File: src/rtl/wb_gpio_irq_pkg.sv
`default_nettype none
// =====================================================================
// Package  : wb_gpio_pkg
// Desc     : Register map, slave FSM states and byte-lane merge helper.
// Revision : 1.0 - initial release
// =====================================================================
package wb_gpio_pkg;

    localparam int REG_IDX_W = 3;

    localparam logic [REG_IDX_W-1:0] GPIO_REG_IN      = 3'd0;
    localparam logic [REG_IDX_W-1:0] GPIO_REG_OUT     = 3'd1;
    localparam logic [REG_IDX_W-1:0] GPIO_REG_DIR     = 3'd2;
    localparam logic [REG_IDX_W-1:0] GPIO_REG_RISE_EN = 3'd3;
    localparam logic [REG_IDX_W-1:0] GPIO_REG_FALL_EN = 3'd4;
    localparam logic [REG_IDX_W-1:0] GPIO_REG_STATUS  = 3'd5;
    localparam logic [REG_IDX_W-1:0] GPIO_REG_OUT_SET = 3'd6;
    localparam logic [REG_IDX_W-1:0] GPIO_REG_OUT_CLR = 3'd7;

    typedef enum logic [0:0] {
        ST_IDLE = 1'b0,
        ST_ACK  = 1'b1
    } wb_state_e;

    // Replace each byte of old_v with the matching byte of new_v where sel is set.
    function automatic logic [31:0] sel_merge(
        input logic [31:0] old_v,
        input logic [31:0] new_v,
        input logic [3:0]  sel
    );
        logic [31:0] r;
        r = old_v;
        for (int b = 0; b < 4; b++) begin
            if (sel[b]) r[8*b +: 8] = new_v[8*b +: 8];
        end
        return r;
    endfunction

endpackage
`default_nettype wire

File: src/rtl/wb_gpio_irq_if.sv
`default_nettype none
// =====================================================================
// Interface: wb_gpio_irq_if
// Desc     : Wishbone classic slave bus bundle for the GPIO controller.
// Revision : 1.0 - initial release
// =====================================================================
interface wb_gpio_irq_if;
    logic [4:0]  adr;
    logic [31:0] wdat;
    logic [3:0]  sel;
    logic        we;
    logic        cyc;
    logic        stb;
    logic [31:0] rdat;
    logic        ack;

    modport master (output adr, wdat, sel, we, cyc, stb, input  rdat, ack);
    modport slave  (input  adr, wdat, sel, we, cyc, stb, output rdat, ack);
endinterface
`default_nettype wire

File: src/rtl/wb_gpio_irq_sync.sv
`default_nettype none
// =====================================================================
// Module   : gpio_sync
// Desc     : WIDTH-wide, SYNC_STAGES-deep input synchroniser.
// Revision : 1.0 - initial release
// =====================================================================
module gpio_sync #(
    parameter int WIDTH       = 8,
    parameter int SYNC_STAGES = 2
) (
    input  logic             clk_i,
    input  logic             rst_n_i,
    input  logic [WIDTH-1:0] d_i,
    output logic [WIDTH-1:0] q_o
);
    logic [SYNC_STAGES-1:0][WIDTH-1:0] stage_q;

    always_ff @(posedge clk_i) begin
        if (!rst_n_i) begin
            stage_q <= '0;
        end else begin
            stage_q[0] <= d_i;
            for (int s = 1; s < SYNC_STAGES; s++) begin
                stage_q[s] <= stage_q[s-1];
            end
        end
    end

    assign q_o = stage_q[SYNC_STAGES-1];
endmodule
`default_nettype wire

File: src/rtl/wb_gpio_irq.sv
`default_nettype none
// =====================================================================
// Module   : wb_gpio_irq
// Desc     : Wishbone GPIO controller: OUT/DIR, atomic set/clear, input
//            sync, and per-pin edge interrupts when WB_GPIO_IRQ_EN is defined.
// Revision : 1.0 - initial release
// =====================================================================
module wb_gpio_irq
    import wb_gpio_pkg::*;
#(
    parameter int               WIDTH       = 8,
    parameter int               SYNC_STAGES = 2,
    parameter logic [WIDTH-1:0] OUT_RESET   = '0
) (
    input  logic             wb_clk_i,
    input  logic             wb_rst_n_i,
    wb_gpio_irq_if.slave     wb,
    input  logic [WIDTH-1:0] gpio_i,
    output logic [WIDTH-1:0] gpio_o,
    output logic [WIDTH-1:0] gpio_dir_o,
    output logic             irq_o
);
    function automatic logic [31:0] zext(input logic [WIDTH-1:0] v);
        logic [31:0] r;
        r = '0;
        r[WIDTH-1:0] = v;
        return r;
    endfunction

    wb_state_e            state_q, state_d;
    logic                 w_access, w_wr;
    logic [REG_IDX_W-1:0] w_idx;
    logic [31:0]          w_bits32, w_en32, w_rdata, dat_q, dat_d;
    logic [WIDTH-1:0]     w_bits, w_en, w_sync;
    logic [WIDTH-1:0]     out_q, out_d, dir_q, dir_d;
    logic [31:0]          w_rise_rd, w_fall_rd, w_status_rd;

    gpio_sync #(
        .WIDTH       (WIDTH),
        .SYNC_STAGES (SYNC_STAGES)
    ) u_sync (
        .clk_i   (wb_clk_i),
        .rst_n_i (wb_rst_n_i),
        .d_i     (gpio_i),
        .q_o     (w_sync)
    );

    always_comb begin
        state_d  = ST_IDLE;
        w_access = 1'b0;
        if (state_q == ST_IDLE && wb.cyc && wb.stb && !wb.ack) begin
            state_d  = ST_ACK;
            w_access = 1'b1;
        end
    end

    assign w_wr     = w_access & wb.we;
    assign w_idx    = wb.adr[4:2];
    // Byte-gated write data and the matching lane mask.
    assign w_bits32 = sel_merge(32'h0, wb.wdat, wb.sel);
    assign w_en32   = sel_merge(32'h0, 32'hFFFF_FFFF, wb.sel);
    assign w_bits   = w_bits32[WIDTH-1:0];
    assign w_en     = w_en32[WIDTH-1:0];

    always_comb begin
        out_d = out_q;
        dir_d = dir_q;
        if (w_wr) begin
            case (w_idx)
                GPIO_REG_OUT:     out_d = (out_q & ~w_en) | w_bits;
                GPIO_REG_DIR:     dir_d = (dir_q & ~w_en) | w_bits;
                GPIO_REG_OUT_SET: out_d = out_q | w_bits;
                GPIO_REG_OUT_CLR: out_d = out_q & ~w_bits;
                default:          ;
            endcase
        end
    end

`ifdef WB_GPIO_IRQ_EN
    logic [WIDTH-1:0] prev_q, rise_en_q, rise_en_d, fall_en_q, fall_en_d;
    logic [WIDTH-1:0] status_q, status_d, w_edge;

    assign w_edge = (w_sync & ~prev_q & rise_en_q) | (~w_sync & prev_q & fall_en_q);

    // Edge set is applied after the W1C so a coincident event wins.
    always_comb begin
        rise_en_d = rise_en_q;
        fall_en_d = fall_en_q;
        status_d  = status_q;
        if (w_wr) begin
            case (w_idx)
                GPIO_REG_RISE_EN: rise_en_d = (rise_en_q & ~w_en) | w_bits;
                GPIO_REG_FALL_EN: fall_en_d = (fall_en_q & ~w_en) | w_bits;
                GPIO_REG_STATUS:  status_d  = status_q & ~w_bits;
                default:          ;
            endcase
        end
        status_d = status_d | w_edge;
    end

    always_ff @(posedge wb_clk_i) begin
        if (!wb_rst_n_i) begin
            prev_q    <= '0;
            rise_en_q <= '0;
            fall_en_q <= '0;
            status_q  <= '0;
        end else begin
            prev_q    <= w_sync;
            rise_en_q <= rise_en_d;
            fall_en_q <= fall_en_d;
            status_q  <= status_d;
        end
    end

    assign w_rise_rd   = zext(rise_en_q);
    assign w_fall_rd   = zext(fall_en_q);
    assign w_status_rd = zext(status_q);
    assign irq_o       = |status_q;
`else
    assign w_rise_rd   = '0;
    assign w_fall_rd   = '0;
    assign w_status_rd = '0;
    assign irq_o       = 1'b0;
`endif

    always_comb begin
        case (w_idx)
            GPIO_REG_IN:      w_rdata = zext(w_sync);
            GPIO_REG_OUT:     w_rdata = zext(out_q);
            GPIO_REG_DIR:     w_rdata = zext(dir_q);
            GPIO_REG_RISE_EN: w_rdata = w_rise_rd;
            GPIO_REG_FALL_EN: w_rdata = w_fall_rd;
            GPIO_REG_STATUS:  w_rdata = w_status_rd;
            default:          w_rdata = '0;
        endcase
    end

    assign dat_d = (w_access && !wb.we) ? w_rdata : 32'h0;

    always_ff @(posedge wb_clk_i) begin
        if (!wb_rst_n_i) begin
            state_q <= ST_IDLE;
            out_q   <= OUT_RESET;
            dir_q   <= '0;
            dat_q   <= '0;
        end else begin
            state_q <= state_d;
            out_q   <= out_d;
            dir_q   <= dir_d;
            dat_q   <= dat_d;
        end
    end

    assign wb.ack     = (state_q == ST_ACK);
    assign wb.rdat    = dat_q;
    assign gpio_o     = out_q;
    assign gpio_dir_o = dir_q;
endmodule
`default_nettype wire
File: src/flat_wrapper.sv
// flat-port wrapper written by rule: the top's interface ports become plain ports
module wb_gpio_irq_flat import wb_gpio_pkg::*;
#(
    parameter int               WIDTH       = 8,
    parameter int               SYNC_STAGES = 2,
    parameter logic [WIDTH-1:0] OUT_RESET   = '0
)
  (wb_clk_i, wb_rst_n_i, gpio_i, gpio_o, gpio_dir_o, irq_o, wb_adr, wb_wdat, wb_sel, wb_we, wb_cyc, wb_stb, wb_rdat, wb_ack);
  wb_gpio_irq_if wb_i ();
  input  logic wb_clk_i;
  input  logic wb_rst_n_i;
  input  logic [WIDTH-1:0] gpio_i;
  output logic [WIDTH-1:0] gpio_o;
  output logic [WIDTH-1:0] gpio_dir_o;
  output logic irq_o;
  input wire logic [$bits(wb_i.adr)-1:0] wb_adr;
  input wire logic [$bits(wb_i.wdat)-1:0] wb_wdat;
  input wire logic [$bits(wb_i.sel)-1:0] wb_sel;
  input wire logic [$bits(wb_i.we)-1:0] wb_we;
  input wire logic [$bits(wb_i.cyc)-1:0] wb_cyc;
  input wire logic [$bits(wb_i.stb)-1:0] wb_stb;
  output wire logic [$bits(wb_i.rdat)-1:0] wb_rdat;
  output wire logic [$bits(wb_i.ack)-1:0] wb_ack;
  assign wb_i.adr = wb_adr;
  assign wb_i.wdat = wb_wdat;
  assign wb_i.sel = wb_sel;
  assign wb_i.we = wb_we;
  assign wb_i.cyc = wb_cyc;
  assign wb_i.stb = wb_stb;
  assign wb_rdat = wb_i.rdat;
  assign wb_ack = wb_i.ack;
  wb_gpio_irq #(.WIDTH(WIDTH), .SYNC_STAGES(SYNC_STAGES), .OUT_RESET(OUT_RESET)) u_core (.wb_clk_i(wb_clk_i), .wb_rst_n_i(wb_rst_n_i), .wb(wb_i), .gpio_i(gpio_i), .gpio_o(gpio_o), .gpio_dir_o(gpio_dir_o), .irq_o(irq_o));
endmodule
File: config.mk
export PLATFORM = sky130hd
export DESIGN_NAME = wb_gpio_irq_flat
export DESIGN_NICKNAME = d
export VERILOG_FILES = /design/src/rtl/wb_gpio_irq_pkg.sv /design/src/rtl/wb_gpio_irq_if.sv /design/src/rtl/wb_gpio_irq_sync.sv /design/src/rtl/wb_gpio_irq.sv /design/src/flat_wrapper.sv
export SDC_FILE = /design/constraint.sdc
export NUM_CORES = 1
export LEC_CHECK = 0
export ABC_CLOCK_PERIOD_IN_PS = 2400
export BUFFER_PORTS_ARGS = -buffer_cell sky130_fd_sc_hd__buf_2
export CAP_MARGIN = 40
export CORE_MARGIN = 2
export CORE_UTILIZATION = 49
export CTS_BUF_LIST = sky130_fd_sc_hd__clkbuf_4
export DETAILED_ROUTE_END_ITERATION = 7
export GPL_TIMING_DRIVEN = 0
export PLACE_DENSITY = 0.95
export REMOVE_ABC_BUFFERS = 1
export SYNTH_ARGS = -nofsm -noshare
export SYNTH_HDL_FRONTEND = slang
export SYNTH_SLANG_ARGS = --single-unit
File: constraint.sdc
create_clock -name wb_clk_i -period 2.4 [get_ports wb_clk_i]
set_input_delay 0.48 -clock wb_clk_i [delete_from_list [all_inputs] [get_ports wb_clk_i]]
set_output_delay 0.48 -clock wb_clk_i [all_outputs]
set_load 0.005 [all_outputs]
==> metrics.cfg <==
[global_routing]
grt_pass1_wl_um = 6170
antenna_found_initial = 0
grt_use_total_pct = 18.4
grt_pass1_vias = 1371
overflow = 0
grt_max_degree = 36

[yosys]
synth_most_common_cell = dfxtp_1
synth-edff-count = 0
synth_compound_area_share_pct = 16.0
synth_top_area_share_pct = 42.9
synth_cell_types = 27
synth_commonest_cells = dfxtp_1 (41), buf_4 (25), nand3_1 (17), and2_1 (16)
syn-cell-area_um2 = 1910
synth_cells = 207
synthXorXnorAreaFrac_pct = 0
synth.mux.area_fraction_pct = 4.19
yosys.area_share.simple_pct = 23.9
synth-async-reset-ratio_pct = 0
yosysSeqAreaShare_pct = 42.9
synthFlopType = dfxtp_1
synthAdderAreaFrac_pct = 0
yosys.area.top_type = dfxtp_1
avgSynthCellArea_um2 = 9.24
synth_top_family_by_area = simple AND/OR/NAND/NOR gates
ys_ff_latch = 41
yosys_warnings = 0
netlist_top_cells_area = dfxtp_1 (43%), buf_4 (9.8%), and2_1 (5.2%)

[routing]
ant_nets = 0
drc = 0
vias_per_cell = 5.39
first_pass_iters = 4
drtIter0Drc = 75
vias = 1605
wirelength_um = 3900
wire_per_inst_um = 13.1

[floorplan]
start_util_pct = 51.4
core_area_um2 = 3720
io-pin-count = 104
dieArea_um2 = 4420
die_w_um = 66.5
die_h_um = 66.5
std_cell_rows = 22

[setup_path]
cp_max_fo = 17
timing.rr.end = u_core.gpio_o[1]
r2r_cells = 3
worstPathCellList = nand4b_1 > a211o_1 > o221ai_1
crit_start = u_core.wb.ack
slowest_delay_ns = 0.65
crit_type = flip-flop to flip-flop
crit_buf_inv = 0
end_kind = flip-flop
crit_path_top_delay_cell = nand4b_1
reg2reg_slack_ns = 0.52
crit_cells = 3
r2r_start = u_core.wb.ack
critPathTopFamily = compound AO/OA/AOI/OAI gates
required_ns = 2.66
endpoint = u_core.gpio_o[1]
startpoint_type = flip-flop
arrival_ns = 2.14

[pwr]
ir_drop_mv = 0.266
powerDensity_nw_per_um2 = 543
leakagePower_nw = 0.952

[finish]
n_antenna_cell = 0
nets = 304
syn2layout_area_growth_pct = 10.9
drive_gt1_share_pct = 22.4
fillers = 335

[clock_tree]
cts_setup_buffers = 0
cts_root_buf = clkbuf_4
clockBufferDepth = 2
cts.clk_slew.worst_paths_ns = 0.10
cts_made_buffers = 5
cts.htree.levels = 2
insertion_delay_ns = 0.34
cts_hold_buf = 0
cts_tree = yes
clkSinkCount = 41
cts_resized = 0

[placement]
gp_congestion = 0.834
dpl.hpwl_um = 2720
port_buffers = 49

[sta]
relSlewSlack_pct = 51.5
finClkSkew_ns = 0.00891
post-route-period-util_pct = 78.3
worst_slew_pin_slew_ns = 0.723
finalHoldWorstSlack_ns = 0.336
fmax_ghz = 0.532
timing.final.hold_violations = 0
final_max_slew_viol_count = 0
fin_crit_ns = 1.88
setup_viol = 0
rsz0062_at_grt = no
setup_tns_ns = 0

[job]
drv_cap = 0

[status]
status = completed

[worst_hold_path]
min_path_type = input pin to flip-flop

## cells by family (layout without fill, tap and decap cells)
family | Yosys count | in the layout
AO/OA/AOI/OAI | 42 | 42
other | 1 | 25
flip-flops | 41 | 41
multiplexers | 8 | 8
buffers and inverters | 39 | 58
AND/OR/NAND/NOR | 76 | 76
## routing by layer
metal  part of all wire [%]  track usage [%]  routed length [um]  vias up
met1                     41             22.6                1600      736
li1                       -                -                   -      786
met3                    9.3             4.39                 361        4
met2                     49             30.9                1910       79
met5                      0                0                   0        -
met4                   0.59             7.65                  23        0
## per-stage QoR
step / cells / power [mW] / area, um2 / utilization, % / setup WS (ns)
floorplan: 193 / 0.780 / 1760 / - / 0.869
global placement: 290 / 0.840 / 2070 / 55.6 / 0.306
detailed placement: 291 / 0.843 / 2070 / 55.8 / 0.329
CTS: 298 / 1.16 / 2120 / 57.1 / 0.546
global route: 298 / 1.21 / 2120 / 57.1 / 0.393
finish: 298 / 1.15 / 2120 / 57.1 / 0.522
## placed cells by master (no fill, tap or decap)
cell type  netlist  final
and2_1          16     16
a211oi_1         1      1
nand3_1         17     17
a211o_1          1      1
mux2i_1          8      8
nor4bb_1         1      1
buf_2            3     50
nor2b_1         10     10
nand4_1          1      1
dfxtp_1         41     41
a21oi_1          8      8
nand4b_1         1      1
clkbuf_4         0      6
or3b_1           1      1
conb_1           1     25
o221ai_1         8      8
nand4bb_1        1      1
and4b_1          9      9
clkinv_1         1      2
o21ai_0          8      8
a311oi_1         8      8
nor2_1           8      8
nand2_1         10     10
a2bb2oi_1        8      8
and3_1           1      1
## worst min-delay path by stage
stage / from / endpoint / slack (ns) / cells after the start
3_5_place_dp: u_core.u_sync.stage_q[2] / u_core.u_sync.q_o[2] / 0.42 / 1
5_1_grt: gpio_i[0] / u_core.u_sync.stage_q[0] / 0.32 / 2
2_1_floorplan: u_core.u_sync.stage_q[0] / u_core.u_sync.q_o[0] / 0.41 / 1
6_report: gpio_i[7] / u_core.u_sync.stage_q[7] / 0.34 / 2
4_1_cts: gpio_i[7] / u_core.u_sync.stage_q[7] / 0.32 / 2
3_3_place_gp: u_core.u_sync.stage_q[6] / u_core.u_sync.q_o[6] / 0.42 / 1
## layout make-up
class                           instances  area, um2  area share [%]
Tap cell                               48       60.1            2.83
Timing Repair Buffer                   50        250            11.8
Inverter                                1       3.75           0.177
Multi-Input combinational cell        151        937            44.2
Sequential cell                        41        821            38.7
Clock inverter                          1       3.75           0.177
Clock buffer                            6       45.0            2.12
## power breakdown
group / leakage (nW) / total (mW) / switching, mW / internal, mW
logic: 0.589 / 0.124 / 0.0750 / 0.0494
registers: 0.334 / 0.706 / 0.00816 / 0.698
clock network: 0.0292 / 0.322 / 0.204 / 0.118
total: 0.952 / 1.15 / 0.287 / 0.865
Note: power is estimated with default switching activity, not from simulation.
